==> src/rtl/fetch_unit_pkg.sv <==
// Shared widths and payload types for the fetch stage.
// Lane count and fetch-queue depth are fixed here; every width derives from them.
package fetch_unit_pkg;

    localparam int unsigned N       = 2;                    // superscalar width
    localparam int unsigned FQ_SIZE = 8;                    // power of 2, >= N
    localparam int unsigned IDX_W   = $clog2(FQ_SIZE);      // head/tail pointer width
    localparam int unsigned CNT_W   = $clog2(FQ_SIZE) + 1;  // occupancy 0..FQ_SIZE
    localparam int unsigned DEQ_W   = $clog2(N + 1);        // dequeue count 0..N
    localparam int unsigned ADDR_W  = 32;
    localparam int unsigned INST_W  = 32;

    typedef logic [ADDR_W-1:0] addr_t;
    typedef logic [INST_W-1:0] inst_t;

    // Predictor output for one lane: that lane's next PC.
    typedef struct packed {
        addr_t pc;
        logic  taken;
        logic  valid;
    } pc_entry_t;

    // One fetch-queue slot.
    typedef struct packed {
        logic  valid;
        inst_t inst;
        addr_t pc;
        addr_t npc;
        logic  taken;
    } fq_entry_t;

endpackage

==> src/rtl/fetch_queue.sv <==
// Circular fetch queue: up to N enqueues and N dequeues per cycle.
// Ports:
//   clock, reset      sync active-high reset of head/tail/count
//   flush             empties the queue (pointers only), blocks enqueue/dequeue
//   enq_num           number of leading enq_entries to write at tail
//   enq_entries       N candidate entries, lane 0 first
//   deq_num           entries consumed by dispatch (clamped to count)
//   head_entries      oldest N entries, valid = (i < count)
//   count             current occupancy
//   debug_q/head/tail raw storage and pointers (CPU_DEBUG_OUT only)
module fetch_queue
    import fetch_unit_pkg::*;
(
    input  logic                  clock,
    input  logic                  reset,
    input  logic                  flush,
    input  logic [CNT_W-1:0]      enq_num,
    input  fq_entry_t [N-1:0]     enq_entries,
    input  logic [DEQ_W-1:0]      deq_num,
`ifdef CPU_DEBUG_OUT
    output fq_entry_t             debug_q [FQ_SIZE],
    output logic [IDX_W-1:0]      debug_head,
    output logic [IDX_W-1:0]      debug_tail,
`endif
    output fq_entry_t [N-1:0]     head_entries,
    output logic [CNT_W-1:0]      count
);

    fq_entry_t        q [FQ_SIZE];
    logic [IDX_W-1:0] head;
    logic [IDX_W-1:0] tail;
    logic [CNT_W-1:0] deq_eff;

    // Dequeue is taken against the pre-enqueue occupancy.
    assign deq_eff = (CNT_W'(deq_num) > count) ? count : CNT_W'(deq_num);

    // Pointer/occupancy update; pointers wrap naturally, count separates full from empty.
    always_ff @(posedge clock) begin
        if (reset || flush) begin
            head  <= '0;
            tail  <= '0;
            count <= '0;
        end else begin
            head  <= head + IDX_W'(deq_eff);
            tail  <= tail + IDX_W'(enq_num);
            count <= count - deq_eff + enq_num;
        end
    end

    // Storage write; contents are not cleared on reset or flush.
    always_ff @(posedge clock) begin
        if (!reset && !flush) begin
            for (int i = 0; i < int'(N); i++) begin
                if (CNT_W'(i) < enq_num) begin
                    q[tail + IDX_W'(i)] <= enq_entries[i];
                end
            end
        end
    end

    // Head window; valid comes from occupancy, not from the stored bit.
    always_comb begin
        for (int i = 0; i < int'(N); i++) begin
            head_entries[i]       = q[head + IDX_W'(i)];
            head_entries[i].valid = (CNT_W'(i) < count);
        end
    end

    // Dispatch must never ask for more than is queued.
    deq_overrun_a: assert property (@(posedge clock) disable iff (reset || flush)
                                    CNT_W'(deq_num) <= count)
        else $error("fetch_queue: deq_num %0d exceeds count %0d", deq_num, count);

`ifdef CPU_DEBUG_OUT
    assign debug_q    = q;
    assign debug_head = head;
    assign debug_tail = tail;
`endif

endmodule

==> src/rtl/fetch_unit.sv <==
// Front-end fetch stage: owns the fetch PC, chains predictor targets into
// per-lane I-cache addresses, enqueues the leading run of hits and exposes
// the oldest N queued instructions to dispatch.
// Ports:
//   clock, reset   sync active-high reset
//   squash         flush queue and redirect to squash_pc (priority below reset)
//   squash_pc      redirect target
//   pc_start       current fetch PC to the predictor
//   target_pc      per-lane predicted next PC / taken
//   icache_addr    per-lane lookup address (comb)
//   icache_hit     per-lane hit, same cycle
//   icache_inst    per-lane instruction word
//   fq_entries     oldest N queue entries, entry 0 = head
//   fq_count       queue occupancy
//   deq_num        entries taken by dispatch this cycle
//   fq_debug_*     queue storage and pointers (CPU_DEBUG_OUT only)
module fetch_unit
    import fetch_unit_pkg::*;
(
    input  logic                  clock,
    input  logic                  reset,
    input  logic                  squash,
    input  addr_t                 squash_pc,
    output addr_t                 pc_start,
    input  pc_entry_t [N-1:0]     target_pc,
    output addr_t [N-1:0]         icache_addr,
    input  logic [N-1:0]          icache_hit,
    input  inst_t [N-1:0]         icache_inst,
`ifdef CPU_DEBUG_OUT
    output fq_entry_t             fq_debug_q [FQ_SIZE],
    output logic [IDX_W-1:0]      fq_debug_head,
    output logic [IDX_W-1:0]      fq_debug_tail,
`endif
    output fq_entry_t [N-1:0]     fq_entries,
    output logic [CNT_W-1:0]      fq_count,
    input  logic [DEQ_W-1:0]      deq_num
);

    addr_t             pc_q;
    addr_t             next_pc;
    logic [CNT_W-1:0]  hit_run;
    logic [CNT_W-1:0]  free_slots;
    logic [CNT_W-1:0]  enq_k;
    logic              blocked;
    fq_entry_t [N-1:0] enq_entries;
    logic              unused_target_valid;

    assign pc_start = pc_q;

    // Lane 0 looks up the fetch PC; later lanes follow the predicted chain.
    always_comb begin
        icache_addr[0] = pc_q;
        for (int i = 1; i < int'(N); i++) begin
            icache_addr[i] = target_pc[i-1].pc;
        end
    end

    // Leading contiguous hits from lane 0; the first miss blocks all later lanes.
    always_comb begin
        hit_run = '0;
        blocked = 1'b0;
        for (int i = 0; i < int'(N); i++) begin
            if (!icache_hit[i]) begin
                blocked = 1'b1;
            end
            if (!blocked) begin
                hit_run = hit_run + CNT_W'(1);
            end
        end
    end

    // Free space uses registered occupancy only; same-cycle dequeue does not help.
    assign free_slots = CNT_W'(FQ_SIZE) - fq_count;
    assign enq_k      = squash ? '0 : ((hit_run < free_slots) ? hit_run : free_slots);

    // Candidate entries and the PC following the last enqueued lane.
    always_comb begin
        next_pc = pc_q;
        for (int i = 0; i < int'(N); i++) begin
            enq_entries[i].valid = 1'b1;
            enq_entries[i].inst  = icache_inst[i];
            enq_entries[i].pc    = icache_addr[i];
            enq_entries[i].npc   = target_pc[i].pc;
            enq_entries[i].taken = target_pc[i].taken;
            if (enq_k == CNT_W'(i + 1)) begin
                next_pc = target_pc[i].pc;
            end
        end
    end

    // Predictor lane-valid is not consumed: the hit run alone gates enqueue.
    always_comb begin
        unused_target_valid = 1'b0;
        for (int i = 0; i < int'(N); i++) begin
            unused_target_valid = unused_target_valid ^ target_pc[i].valid;
        end
    end

    // Fetch PC: reset > squash redirect > advance past enqueued lanes > hold.
    always_ff @(posedge clock) begin
        if (reset) begin
            pc_q <= '0;
        end else if (squash) begin
            pc_q <= squash_pc;
        end else if (enq_k != '0) begin
            pc_q <= next_pc;
        end
    end

    fetch_queue u_fetch_queue (
        .clock        (clock),
        .reset        (reset),
        .flush        (squash),
        .enq_num      (enq_k),
        .enq_entries  (enq_entries),
        .deq_num      (deq_num),
`ifdef CPU_DEBUG_OUT
        .debug_q      (fq_debug_q),
        .debug_head   (fq_debug_head),
        .debug_tail   (fq_debug_tail),
`endif
        .head_entries (fq_entries),
        .count        (fq_count)
    );

endmodule
==> config.mk <==
export PLATFORM = sky130hd
export DESIGN_NAME = fetch_unit
export DESIGN_NICKNAME = d
export VERILOG_FILES = /design/src/rtl/fetch_unit_pkg.sv /design/src/rtl/fetch_queue.sv /design/src/rtl/fetch_unit.sv
export SDC_FILE = /design/constraint.sdc
export NUM_CORES = 2
export LEC_CHECK = 0
export ABC_AREA = 1
export BUFFER_PORTS_ARGS = -buffer_cell sky130_fd_sc_hd__buf_2
export CAP_MARGIN = 20
export CORE_AREA = 2 2 375 377
export CTS_CLUSTER_SIZE = 24
export DETAILED_ROUTE_END_ITERATION = 8
export DIE_AREA = 0 0 377 379
export MAX_ROUTING_LAYER = met4
export SYNTH_ARGS = -nofsm -noshare
export SYNTH_HDL_FRONTEND = slang
export SYNTH_SLANG_ARGS = --single-unit
==> constraint.sdc <==
create_clock -name clock -period 10.2 [get_ports clock]
set_clock_uncertainty 0.05 [all_clocks]
set_input_delay 1.02 -clock clock [delete_from_list [all_inputs] [get_ports clock]]
set_output_delay 1.02 -clock clock [all_outputs]
set_load 0.005 [all_outputs]
# Yosys cells after proc, flatten, opt, wreduce, memory -nomap -nowiden
# Memory sizes are Yosys's and may differ from the RTL's. A register that Yosys moved wholly into a read port is not among the register bits.
# Cells that the tools add are included.
# W data, S select, Z words.
word_totals:
  ramBits: 776
  latch_bits: 0
  n_memories: 1
  output_inout_bits: 296
  ff_bits: 42
  word_cells: 47
  romBits: 0
classes:
  n_eq_ne: 2
  n_addsub: 8
  magnitude_cmp: 6
  n_div: 0
  n_mux: 18
  n_mul: 0
  shifts: 0
  n_bitwise: 0
  n_reduce_logical: 8
memory_table:
  columns: ["name", "words", "word_bits", "read_ports", "rd_clocked_by_memory_dff", "wr", "line_no", "text"]
  rows:
  - ["u_fetch_queue.q", 8, 97, 2, 1, 2, "fetch_queue.sv:29", "fq_entry_t q [FQ_SIZE];"]
op_table:
  columns: ["cell", "n"]
  rows:
  - ["$mux W32", 4]
  - ["$lt A1 B4 Y1 const A", 4]
  - ["$mux W4", 4]
  - ["$mux W1", 9]
  - ["$add A3 B1 Y3 const B", 2]
  - ["$add A3 B3 Y3", 2]
  - ["$add A4 B1 Y4 const B", 1]
  - ["$add A4 B4 Y4", 1]
  - ["$eq A4 B1 Y1 const B", 1]
  - ["$eq A4 B2 Y1 const B", 1]
  - ["$gt A2 B4 Y1", 1]
  - ["$lt A4 B4 Y1", 1]
  - ["$reduce_bool A4 Y1", 1]
  - ["$sub A4 B4 Y4", 1]
  - ["$sub A4 B4 Y4 const A", 1]
  - ["$mux W3", 1]
  - ["$reduce_bool A3 Y1", 1]
  - ["$logic_not A1 Y1", 2]
  - ["$reduce_and A2 Y1", 1]
  - ["$reduce_bool A2 Y1", 1]
  - ["$logic_and A1 B1 Y1", 1]
  - ["$logic_or A1 B1 Y1", 1]

# Depth between registers and ports, before layout
depth:
  ltp_word: 11
  depth_mapped: 17
  depth_no_buf: 17

# Hierarchy
# A second synthesis with hierarchy kept.
hier_totals:
  hier_cells: 7334
  hier_area_um2: 53089.7
modules_own_cells:
  columns: ["mod", "n_inst", "area_per_inst_um2", "seq_area_each_um2", "cells_per_inst"]
  rows:
  - ["fetch_queue", 1, 50064.3, 23502.5, 6827]
  - ["fetch_unit", 1, 3025.4, 640.6, 507]

# Worst setup path after synthesis
# No wires, ideal clock.
synth_timing:
  path_kind: "input -> register"
  start: "input icache_hit[0]"
  end: "memory u_fetch_queue.q[1][0] (netlist bit), enable pin"
  slack_ns: 5.232
  setup_time_ns: 0.459
  n_path_buf: 1
  required_ns: 9.691
  cell_stages: 12
  arrival_ns: 4.460
  path_cell_list: "nand2_1 > inv_1 > ha_1 > nand2_1 > nand2_1 > nand3_2 > nand2_2 > nand3_4 > nor3_4 > nand3_2 > clkbuf_1 > nand2_1"
synth_rtl:
  columns: ["element", "line_no", "text"]
  rows:
  - ["start: declaration", "fetch_unit.sv:27", "input logic [N-1:0] icache_hit,"]
  - ["end: declaration", "fetch_queue.sv:29", null]

==> summary.md <==
| Metric | Value |
|---|---|
| Run status | `complete, no violations` |
| First-iteration detailed-routing DRC count | `6125` |
| Synth Register Bits | `818` |
| Number of detailed-route iterations in the first pass | `6` |
| CTS tree | `done` |
| Number of placed instances with taps included | `7789` |
| CTS buffer count | `97` |
| Placement Setup Slack | `4.223 ns` |
| Residual DRC count | `0` |
| Req. time, crit path | `9.13 ns` |
| Top delay family on crit path | `buffers and inverters` |
| Critical path endpoint category | `output port` |
| Horizontal extent of the die | `377 µm` |
| Period utilisation layout | `65.39%` |
| Vias | `45.63k` |
| Category of the worst setup path launch point | `flop` |
| Starting utilization of the core area | `34.86%` |
| Remaining antenna violation count | `0` |
| CP peak stage delay | `0.93 ns` |
| Number of max-cap violations | `0` |
| Num rows | `137` |
| Hold Fails Final Rpt | `0` |
| Nets in the synthesized netlist | `6305` |
| Arrival time at the worst endpoint | `5.60 ns` |
| Post-cts repair resize count | `0` |
| Library cell contributing the largest single delay on the critical path | `sky130_fd_sc_hd__dfxtp_4` |
| Number of warnings reported in the yosys synthesis log | `0` |
| Post-route worst setup slack | `3.531 ns` |
| Maximum level of the CTS H-tree | `3` |
| Most area-hungry cell type in the Yosys netlist | `sky130_fd_sc_hd__edfxtp_1` |
| Worst max-slew margin expressed relative to the limit | `16.49%` |
| Top-Level Pins | `467` |
| Simple logic cell fraction of the synthesized area | `13.84%` |
| Netlist Area Pre-Place | `48400 µm²` |
| Remaining Overflow, GRT | `0` |
| Clock-pin slew of the registers on the worst-case setup and hold paths | `0.06 ns` |
| Maximum clock path buffer count | `3` |
| Critical path fanouts, max | `259` |
| Largest family of logic cells by synthesized area | `compound AO/OA/AOI/OAI gates` |
| Critical path buffers and inverters | `4` |
| Final critical-path required period | `6.669 ns` |
| Layout overhead on the synthesized area | `11.70%` |
| Leakage power figure | `21.27 nW` |
| Y dimension of the die | `379 µm` |
| Sequential element share of the synthesized area | `49.88%` |
| Area share of xor/xnor cells in the synthesized design | `0.1422%` |
| Core footprint | `138800 µm²` |
| Hold-fix buffers at CTS | `0` |
| Placer's final routability congestion estimate | `0.8637` |
| Top cells by area in the synthesized netlist | `sky130_fd_sc_hd__edfxtp_1 48%, sky130_fd_sc_hd__o21ai_0 16%, sky130_fd_sc_hd__nand2_1 9.2%` |
| Count of endpoints failing setup in the final report | `0` |
| Synth Area in Compound Gates | `25.85%` |
| Clk root buf | `sky130_fd_sc_hd__clkbuf_16` |
| Number of antenna violations at the first check in global routing | `32` |
| Share of layout cells above drive strength 1 | `11.31%` |
| Synthesized area per cell | `7.912 µm²` |
| CTS sink count | `818` |
| Global Route Usage Sum | `26.64%` |
| Cell chain of the critical path | `buf_12, buf_4, buf_4, o21ai_0, o21ai_0, a21oi_1, a31oi_1, buf_2` |
| Top cell type's share of synthesized area | `48.15%` |
| Number of nets at the end of the flow | `6271` |
| Count of port buffers added during placement | `464` |
| Die ar. | `142900 µm²` |
| Per-cell routed wire length | `23.97 µm` |
| Clock latency reported for the late side of the worst-skew pair | `0.73 ns` |
| Via count of the first global-routing pass | `40.95k` |
| Share of cell area taken by muxes after synthesis | `0%` |
| Count of non-filler cells in the finished layout | `7997` |
| Via density | `5.705` |
| Type of the tightest min-delay check | `flop to flop` |
| Wire length of the first global-routing pass | `272500 µm` |
| Adder-cell share of the synthesized area | `0.5170%` |
| Power per cell area | `226.5 nW/µm²` |
| Setup TNS | `0 ns` |
| Distinct cell type count of the synthesized netlist | `34` |
| Max IR drop VDD | `0.1902 mV` |
| Post-DP HPWL | `114100 µm` |
| Setup repair after global routing missed its margin | `no` |
| Setup Buffers After CTS | `0` |
| Critical path class | `flop to output port` |
| Total routed wirelength | `191700 µm` |
| Pin slew with the least headroom to its limit | `1.247 ns` |
| Timing-limited maximum frequency | `149.9 MHz` |
| Cell count after synthesis | `6117` |
| Final count of pins violating max slew | `0` |
| Pin count of the biggest net entering global routing | `260` |
## registers in the layout (all words and copies together), names as in the netlist
signal and cells:
pc_start 32, u_fetch_queue.count 4, u_fetch_queue.head 3, u_fetch_queue.q 776, u_fetch_queue.tail 3
## cells in the final DEF, fill, tap and decap left out, drive strengths merged
master / Yosys / final
diode: 0 / 28
nor2: 408 / 408
o21a: 2 / 2
dfxtp: 42 / 42
clkinvlp: 0 / 5
nand3: 112 / 112
o21ai: 1553 / 1553
o211ai: 98 / 98
edfxtp: 776 / 776
conb: 2 / 2
bufinv: 0 / 4
a31oi: 194 / 194
xor2: 4 / 4
ha: 12 / 12
nor3: 1 / 1
buf: 274 / 530
fa: 5 / 5
xnor2: 3 / 3
inv: 487 / 491
nand4: 6 / 6
nand2: 1194 / 1194
a211oi: 1 / 1
a21oi: 552 / 552
clkinv: 2 / 27
clkbuf: 389 / 140
## routing by layer
metal / share of wire, % / track usage [%] / up-vias
met5: 0 / - / -
met3: 12 / 5.097 / 386
li1: - / - / 20950
met1: 39 / 35.10 / 21400
met2: 44 / 40.21 / 2892
met4: 4.0 / 10.88 / 0
## cell usage after synthesis
cell,count
sky130_fd_sc_hd__nand2_2,2
sky130_fd_sc_hd__nor3_4,1
sky130_fd_sc_hd__xnor2_1,3
sky130_fd_sc_hd__o211ai_1,98
sky130_fd_sc_hd__inv_2,2
sky130_fd_sc_hd__dfxtp_1,42
sky130_fd_sc_hd__o21ai_0,1511
sky130_fd_sc_hd__a21oi_1,551
sky130_fd_sc_hd__conb_1,2
sky130_fd_sc_hd__edfxtp_1,776
sky130_fd_sc_hd__xor2_2,1
sky130_fd_sc_hd__a31oi_1,194
sky130_fd_sc_hd__nand2_1,1192
sky130_fd_sc_hd__clkbuf_2,2
sky130_fd_sc_hd__nand3_2,4
sky130_fd_sc_hd__o21ai_1,42
sky130_fd_sc_hd__inv_1,485
sky130_fd_sc_hd__nand3_4,1
sky130_fd_sc_hd__nand3_1,107
sky130_fd_sc_hd__nand4_1,3
sky130_fd_sc_hd__clkbuf_1,387
sky130_fd_sc_hd__nor2_1,406
sky130_fd_sc_hd__buf_2,122
sky130_fd_sc_hd__a211oi_1,1
sky130_fd_sc_hd__xor2_1,3
sky130_fd_sc_hd__clkinv_1,2
sky130_fd_sc_hd__nand4_2,3
sky130_fd_sc_hd__fa_1,5
sky130_fd_sc_hd__o21a_1,2
sky130_fd_sc_hd__nor2_4,2
sky130_fd_sc_hd__buf_1,88
sky130_fd_sc_hd__buf_4,64
sky130_fd_sc_hd__a21oi_2,1
sky130_fd_sc_hd__ha_1,12
## metrics by stage
step           util (%)  hold slack [ns]  instance area [µm²]  total power [mW]
6_report          38.94           0.5765                54060             12.24
5_1_grt           38.91           0.6117                54020             12.86
4_1_cts           38.85           0.5433                53940             12.23
3_5_place_dp      36.64           0.5639                50880             8.826
3_3_place_gp      36.63           0.5522                50860             8.755
2_1_floorplan         -           0.5452                48400             6.922
## worst paths after layout
| kind | endpoint | from | slack, ns | depth (start not counted) |
|---|---|---|---|---|
| worst max-delay path | fq_entries[51] | u_fetch_queue.head[0] | 3.53 | 8 |
| worst min-delay path | u_fetch_queue.tail[2] | u_fetch_queue.tail[2] | 0.58 | 2 |
| worst max register to register | u_fetch_queue.q[6][59] | u_fetch_queue.count[0] | 4.60 | 13 |
| worst min register to register | u_fetch_queue.tail[2] | u_fetch_queue.tail[2] | 0.58 | 2 |
## power by group
part | internal (mW) | switching (mW)
registers | 3.97 | 0.284
clock network | 1.93 | 1.50
logic | 1.43 | 3.12
total | 7.34 | 4.91
## worst reg2reg max path, delay by kind of cell (launching register included)
| family | cells | cell delay (ns) |
|---|---|---|
| adders and majority gates | 2 | 0.60 |
| DFF | 1 | 0.42 |
| buffers and inverters | 4 | 1.60 |
| and+or+nand+nor | 7 | 2.51 |
## cells by family after synthesis
group                      after synthesis
AOI/OAI and AO/OA                     2400
and+or+nand+nor                       1721
buffers and inverters                 1152
DFF                                    818
adders and majority gates               17
xor gates and xnor gates                 7
other                                    2
## area by class of cell
cell class	instances	area, µm²
multi-input combinational	4147	19720
fill	13860	84780
inverter	489	1861
clock buffer	140	2680
sequential	818	24150
antenna	28	70.07
clock inverter	38	380.4
timing repair buffer	530	2933
tap	1807	2261
No activity file was read; power rests on OpenSTA's default activity.
